$ cat config.mk
export PLATFORM = sky130hd
export DESIGN_NAME = alu_microsequencer_flat
export DESIGN_NICKNAME = d
export VERILOG_FILES = /design/src/rtl/alu_seq_pkg.sv /design/src/rtl/alu_microsequencer_if.sv /design/src/rtl/alu_store_tracker.sv /design/src/rtl/alu_microsequencer.sv /design/src/flat_wrapper.sv
export SDC_FILE = /design/constraint.sdc
export NUM_CORES = 1
export LEC_CHECK = 0
export BUFFER_PORTS_ARGS = -buffer_cell sky130_fd_sc_hd__buf_4
export CORE_ASPECT_RATIO = 1.1
export CORE_MARGIN = 2
export CORE_UTILIZATION = 52
export DETAILED_ROUTE_END_ITERATION = 6
export GPL_ROUTABILITY_DRIVEN = 0
export PLACE_DENSITY = 0.92
export SLEW_MARGIN = 20
export SYNTH_ARGS = -nofsm -noshare
export SYNTH_HDL_FRONTEND = slang
export SYNTH_SLANG_ARGS = --single-unit
$ cat constraint.sdc
create_clock -name clk -period 5.2 [get_ports clk]
set_clock_uncertainty 0.05 [all_clocks]
set_input_delay 1.04 -clock clk [delete_from_list [all_inputs] [get_ports clk]]
set_output_delay 1.04 -clock clk [all_outputs]
set_load 0.02 [all_outputs]
$ cat src/rtl/alu_seq_pkg.sv
// rtl/alu_seq_pkg.sv - shared state encoding and control-word bit positions for the ALU microsequencer
package alu_seq_pkg;

  typedef enum logic [1:0] {
    IDLE  = 2'd0,
    FETCH = 2'd1,
    ISSUE = 2'd2,
    EXEC  = 2'd3
  } seq_state_t;

  // Store-request bits sit at the bottom of the control word; the LAST flag rides just above it.
  localparam int CW_STORE_MEM = 1;
  localparam int CW_STORE_STK = 0;
  localparam int CW_LAST      = 55;

endpackage

$ cat src/rtl/alu_microsequencer_if.sv
// rtl/alu_microsequencer_if.sv - control-store read bus and decoder issue bus of the ALU microsequencer
interface alu_microsequencer_if #(
  parameter int ADDR_W = 8,
  parameter int CW_W   = 55
) ();

  logic              cs_rd_en;
  logic [ADDR_W-1:0] cs_addr;
  logic [CW_W:0]     cs_rd_data;
  logic              mem_ready;
  logic              stk_ready;
  logic [CW_W-1:0]   control_word;
  logic              word_valid;

  modport master (
    output cs_rd_en,
    output cs_addr,
    input  cs_rd_data,
    input  mem_ready,
    input  stk_ready,
    output control_word,
    output word_valid
  );

  modport slave (
    input  cs_rd_en,
    input  cs_addr,
    output cs_rd_data,
    output mem_ready,
    output stk_ready,
    input  control_word,
    input  word_valid
  );

endinterface

$ cat src/rtl/alu_store_tracker.sv
// rtl/alu_store_tracker.sv - pending memory/stack store flags for the word currently being executed
module alu_store_tracker (
  input  logic clk,
  input  logic reset_n,
  input  logic drop,
  input  logic load,
  input  logic load_mem,
  input  logic load_stk,
  input  logic mem_ready,
  input  logic stk_ready,
  output logic all_clear
);

  logic pend_mem;
  logic pend_stk;

  always_ff @(posedge clk or negedge reset_n) begin
    if (!reset_n) begin
      pend_mem <= 1'b0;
      pend_stk <= 1'b0;
    end else if (drop) begin
      pend_mem <= 1'b0;
      pend_stk <= 1'b0;
    end else if (load) begin
      pend_mem <= load_mem;
      pend_stk <= load_stk;
    end else begin
      if (mem_ready) pend_mem <= 1'b0;
      if (stk_ready) pend_stk <= 1'b0;
    end
  end

  // A ready arriving this cycle already counts, so the word may retire in the same cycle.
  assign all_clear = (!pend_mem || mem_ready) && (!pend_stk || stk_ready);

endmodule

$ cat src/rtl/alu_microsequencer.sv
// rtl/alu_microsequencer.sv - walks control-store microcode and issues one ALU control word at a time
module alu_microsequencer
  import alu_seq_pkg::*;
#(
  parameter int ADDR_W  = 8,
  parameter int CW_W    = CW_LAST,
  parameter int MAX_LEN = 64
) (
  input  logic                 clk,
  input  logic                 reset_n,
  input  logic                 start,
  input  logic [ADDR_W-1:0]    start_addr,
  input  logic                 abort,
  alu_microsequencer_if.master bus,
  output logic                 busy,
  output logic                 done,
  output logic                 error
);

  localparam int CNT_W = $clog2(MAX_LEN + 1);

  seq_state_t        state;
  logic [ADDR_W-1:0] upc;
  logic              rd_en;
  logic [CW_W-1:0]   word;
  logic              word_valid;
  logic              last;
  logic [CNT_W-1:0]  count;
  logic [CNT_W-1:0]  count_next;
  logic              all_clear;

  assign count_next = count + 1'b1;

  alu_store_tracker u_store_tracker (
    .clk       (clk),
    .reset_n   (reset_n),
    .drop      (abort),
    .load      (state == ISSUE),
    .load_mem  (bus.cs_rd_data[CW_STORE_MEM]),
    .load_stk  (bus.cs_rd_data[CW_STORE_STK]),
    .mem_ready (bus.mem_ready),
    .stk_ready (bus.stk_ready),
    .all_clear (all_clear)
  );

  always_ff @(posedge clk or negedge reset_n) begin
    if (!reset_n) begin
      state      <= IDLE;
      upc        <= '0;
      rd_en      <= 1'b0;
      word       <= '0;
      word_valid <= 1'b0;
      last       <= 1'b0;
      count      <= '0;
      busy       <= 1'b0;
      done       <= 1'b0;
      error      <= 1'b0;
    end else begin
      done <= 1'b0;
      if (abort && state != IDLE) begin
        // Abort drops the running word without touching the sticky error flag.
        state      <= IDLE;
        upc        <= '0;
        rd_en      <= 1'b0;
        word       <= '0;
        word_valid <= 1'b0;
        busy       <= 1'b0;
      end else begin
        case (state)
          IDLE: begin
            if (start && !abort) begin
              upc   <= start_addr;
              rd_en <= 1'b1;
              count <= '0;
              error <= 1'b0;
              busy  <= 1'b1;
              state <= FETCH;
            end
          end
          FETCH: begin
            rd_en <= 1'b0;
            state <= ISSUE;
          end
          ISSUE: begin
            word       <= bus.cs_rd_data[CW_W-1:0];
            last       <= bus.cs_rd_data[CW_W];
            word_valid <= 1'b1;
            state      <= EXEC;
          end
          EXEC: begin
            if (all_clear) begin
              word_valid <= 1'b0;
              word       <= '0;
              count      <= count_next;
              if (last) begin
                done  <= 1'b1;
                busy  <= 1'b0;
                state <= IDLE;
              end else if (count_next == CNT_W'(MAX_LEN)) begin
                error <= 1'b1;
                busy  <= 1'b0;
                state <= IDLE;
              end else begin
                upc   <= upc + 1'b1;
                rd_en <= 1'b1;
                state <= FETCH;
              end
            end
          end
          default: state <= IDLE;
        endcase
      end
    end
  end

  assign bus.cs_rd_en     = rd_en;
  assign bus.cs_addr      = upc;
  assign bus.control_word = word;
  assign bus.word_valid   = word_valid;

endmodule

$ cat src/flat_wrapper.sv
// flat-port wrapper written by rule: the top's interface ports become plain ports
module alu_microsequencer_flat import alu_seq_pkg::*;
#(
  parameter int ADDR_W  = 8,
  parameter int CW_W    = CW_LAST,
  parameter int MAX_LEN = 64
)
  (clk, reset_n, start, start_addr, abort, busy, done, error, bus_cs_rd_en, bus_cs_addr, bus_cs_rd_data, bus_mem_ready, bus_stk_ready, bus_control_word, bus_word_valid);
  alu_microsequencer_if #(.ADDR_W(ADDR_W), .CW_W(CW_W)) bus_i ();
  input  logic clk;
  input  logic reset_n;
  input  logic start;
  input  logic [ADDR_W-1:0] start_addr;
  input  logic abort;
  output logic busy;
  output logic done;
  output logic error;
  output wire logic [$bits(bus_i.cs_rd_en)-1:0] bus_cs_rd_en;
  output wire logic [$bits(bus_i.cs_addr)-1:0] bus_cs_addr;
  input wire logic [$bits(bus_i.cs_rd_data)-1:0] bus_cs_rd_data;
  input wire logic [$bits(bus_i.mem_ready)-1:0] bus_mem_ready;
  input wire logic [$bits(bus_i.stk_ready)-1:0] bus_stk_ready;
  output wire logic [$bits(bus_i.control_word)-1:0] bus_control_word;
  output wire logic [$bits(bus_i.word_valid)-1:0] bus_word_valid;
  assign bus_cs_rd_en = bus_i.cs_rd_en;
  assign bus_cs_addr = bus_i.cs_addr;
  assign bus_i.cs_rd_data = bus_cs_rd_data;
  assign bus_i.mem_ready = bus_mem_ready;
  assign bus_i.stk_ready = bus_stk_ready;
  assign bus_control_word = bus_i.control_word;
  assign bus_word_valid = bus_i.word_valid;
  alu_microsequencer #(.ADDR_W(ADDR_W), .CW_W(CW_W), .MAX_LEN(MAX_LEN)) u_core (.clk(clk), .reset_n(reset_n), .start(start), .start_addr(start_addr), .abort(abort), .bus(bus_i), .busy(busy), .done(done), .error(error));
endmodule
==> results.json <==
{
  "status": "complete, no violations",
  "post_cts_buffers": 0,
  "core_area_um2": 6594,
  "syn-cell-area_um2": 3525,
  "whs_path_depth": 1,
  "yosysUniqueCellTypes": 47,
  "postRouteWirelength_um": 8963,
  "io_buffers": 137,
  "cts_made_buffers": 9,
  "dp_cells": 498,
  "final_area_um2": 4756,
  "final_cell_mix": "buf_4 (138), dfrtp_1 (80), a22o_1 (60), nor2_1 (14), a21oi_1 (14)",
  "finalHoldViolations": 0,
  "grt_pass1_wl_um": 14010,
  "grt_util_met2": 0.3905,
  "clk_latency_ns": 0.34,
  "drive_gt1_frac": 0.3750,
  "dpl_cell_area_um2": 4567,
  "pre_cts_slack_ns": 1.933,
  "cts_sinks": 80,
  "crit_path_start_kind": "register",
  "vias_per_cell": 5.846,
  "clock.fmax_mhz": 334.3,
  "path_max_fanout": 54,
  "cap_violations": 0,
  "whs_ns": 0.4352,
  "synthArstFlopShare": 1.000,
  "ir_drop_uv": 344.8,
  "dr.pass1.iters": 4,
  "route.antenna.remaining_nets": 0,
  "rr_endpoint": "u_core.bus.control_word[41]",
  "die_w_um": 82.50,
  "global_route.peak_usage_layer": "met2",
  "ys_seq_area_frac": 0.5680,
  "critPathKind": "register to register",
  "cts_repair_resize_count": 0,
  "grt_pass1_vias": 2846,
  "end_kind": "register",
  "rows": 31,
  "synth_edf_count": 0,
  "cp_cell_sequence": "inv_1, ha_1, nor2b_1, nor2_1, and2_2, a22o_1",
  "holdPathEnd": "u_core.bus.word_valid",
  "die_y_um": 90.35,
  "dieArea_um2": 7454,
  "reg2reg_depth": 6,
  "clkSlewWorstSetupHoldPaths_ns": 0.08,
  "rsz0062_at_grt": "false",
  "period_share": 0.5752,
  "finalNonFillerCells": 514,
  "setup_viol": 0,
  "cp_slowest_stage_delay_ns": 0.91,
  "fin_crit_ns": 2.991,
  "initialDrtViolationCount": 242,
  "tightest_slew_ns": 0.9666,
  "r2r_setup_slack_ns": 2.21,
  "grt_use_met1": 0.3228,
  "synth_warnings": 0,
  "cts.htree.levels": 3,
  "drc_errors": 0,
  "cts_hold_buf": 0,
  "vias": 3005,
  "hp-start": "u_core.bus.word_valid",
  "ys_ff_latch": 80,
  "final_common_cell": "buf_4",
  "n_antenna_cell": 0,
  "grt_usage": 0.2424,
  "required_ns": 5.43,
  "slowest_stage": "and2_2",
  "p_per_area_nw_per_um2": 551.2,
  "wl_per_cell_um": 17.44,
  "cp.arrival_ns": 3.22,
  "cts_buffer_depth": 2,
  "dp_hpwl_um": 6335,
  "synth_nets": 375,
  "antenna_found_initial": 0,
  "slew_headroom": 0.3556,
  "timing.rr.start": "u_core.state[0]",
  "area_growth_pct": 34.93,
  "nNetsFinal": 503,
  "fin_ws_ns": 2.209,
  "use_met3": 0.05200,
  "tritoncts": "done",
  "synth_cells": 299,
  "p_leak_nw": 2.417,
  "synth-main-ff-cell": "dfrtp_1",
  "drv_slew": 0,
  "fin_setup_tns_ns": 0,
  "min_path_type": "register to register",
  "ios": 138,
  "grt_overflow_total": 0,
  "critical_path.startpoint": "u_core.state[0]",
  "grt_max_degree": 81,
  "cts_root_buffer": "clkbuf_8",
  "syn_area_per_cell_um2": 11.79,
  "initial_core_util": 0.5345
}
[how the worst max path moves through the flow]
stage                                             end  depth (start not counted)
after floorplan                 u_core.bus.cs_addr[1]                          7
after global placement    u_core.bus.control_word[17]                          5
after detailed placement  u_core.bus.control_word[41]                          5
after CTS                 u_core.bus.control_word[41]                          6
after global routing      u_core.bus.control_word[41]                          6
final                     u_core.bus.control_word[41]                          6
[worst max-delay path: cells and delay by family, from the launching register on]
family / cells / cell delay (ns)
compound gates: 1 / 0.26
fa+ha+maj: 1 / 0.35
flops: 1 / 0.42
simple gates: 3 / 1.66
buf+inv: 1 / 0.16
[state kept, by name (all words and copies together), names as in the netlist]
| register | flops |
|---|---|
| u_core.error | 1 |
| u_core.bus.cs_addr | 8 |
| u_core.u_store_tracker.pend_stk | 1 |
| u_core.bus.word_valid | 1 |
| u_core.count | 7 |
| u_core.last | 1 |
| u_core.bus.cs_rd_en | 1 |
| u_core.state | 2 |
| u_core.bus.control_word | 55 |
| u_core.busy | 1 |
| u_core.done | 1 |
| u_core.u_store_tracker.pend_mem | 1 |
[power by group]
group	internal (mW)	total, mW	switching [mW]
clock	0.193	0.432	0.239
combinational	0.539	1.25	0.713
sequential	0.802	0.938	0.137
[cell type report]
| cell class | count | area, um2 |
|---|---|---|
| sequential | 80 | 2002 |
| multi-input combinational | 189 | 1393 |
| clock inverter | 6 | 51.30 |
| clock buffer | 10 | 137.6 |
| inverter | 9 | 33.78 |
| timing repair buffer | 138 | 1036 |
| tap | 82 | 102.6 |
| fill | 482 | 1838 |
[cell usage after synthesis (2+ instances only)]
master	count	area, um2
inv_1	9	33.78
nand4_1	3	18.77
and2_1	2	12.51
o211ai_1	2	15.01
a21oi_1	15	75.07
nor3_1	2	10.01
nor2b_1	3	18.77
ha_1	6	75.07
nand2b_1	5	31.28
a211oi_1	3	22.52
buf_2	9	45.04
a32o_1	2	20.02
nor2_1	14	52.55
nand3_1	6	30.03
dfrtp_1	80	2002
o2bb2ai_1	2	17.52
o32a_1	3	30.03
a311oi_1	2	17.52
o21ai_0	7	35.03
xor2_1	2	17.52
and3_1	5	31.28
clkbuf_1	8	30.03
mux2i_1	4	40.04
mux2_2	2	22.52
buf_6	2	22.52
nand2_1	13	48.80
o21a_1	2	15.01
a22oi_1	4	30.03
a31oi_1	2	12.51
a21o_1	4	30.03
a22o_1	60	525.5
[cells by family (layout without fill, tap and decap cells)]
logic type	count (synthesis)	count (layout)	synth area share
xor+xnor	3	3	0.007456
buf+inv	30	163	0.04047
fa+ha+maj	6	6	0.02130
mux	6	6	0.01775
compound gates	114	114	0.2556
simple gates	60	60	0.08946
flops	80	80	0.5680
[metrics by stage]
step           utilization  power (mW)
3_5_place_dp        0.6926       2.197
5_1_grt             0.7213       2.779
6_report            0.7213       2.621
4_1_cts             0.7213       2.632
3_3_place_gp        0.6926       2.149
2_1_floorplan            -       1.747
[routing by layer]
metal | up-vias | part of all wire
met2 | 121 | 0.51
met3 | 10 | 0.077
met5 | - | 0
met1 | 1487 | 0.40
met4 | 0 | 0.014
li1 | 1387 | -
Note: power is estimated with default switching activity, not from simulation.
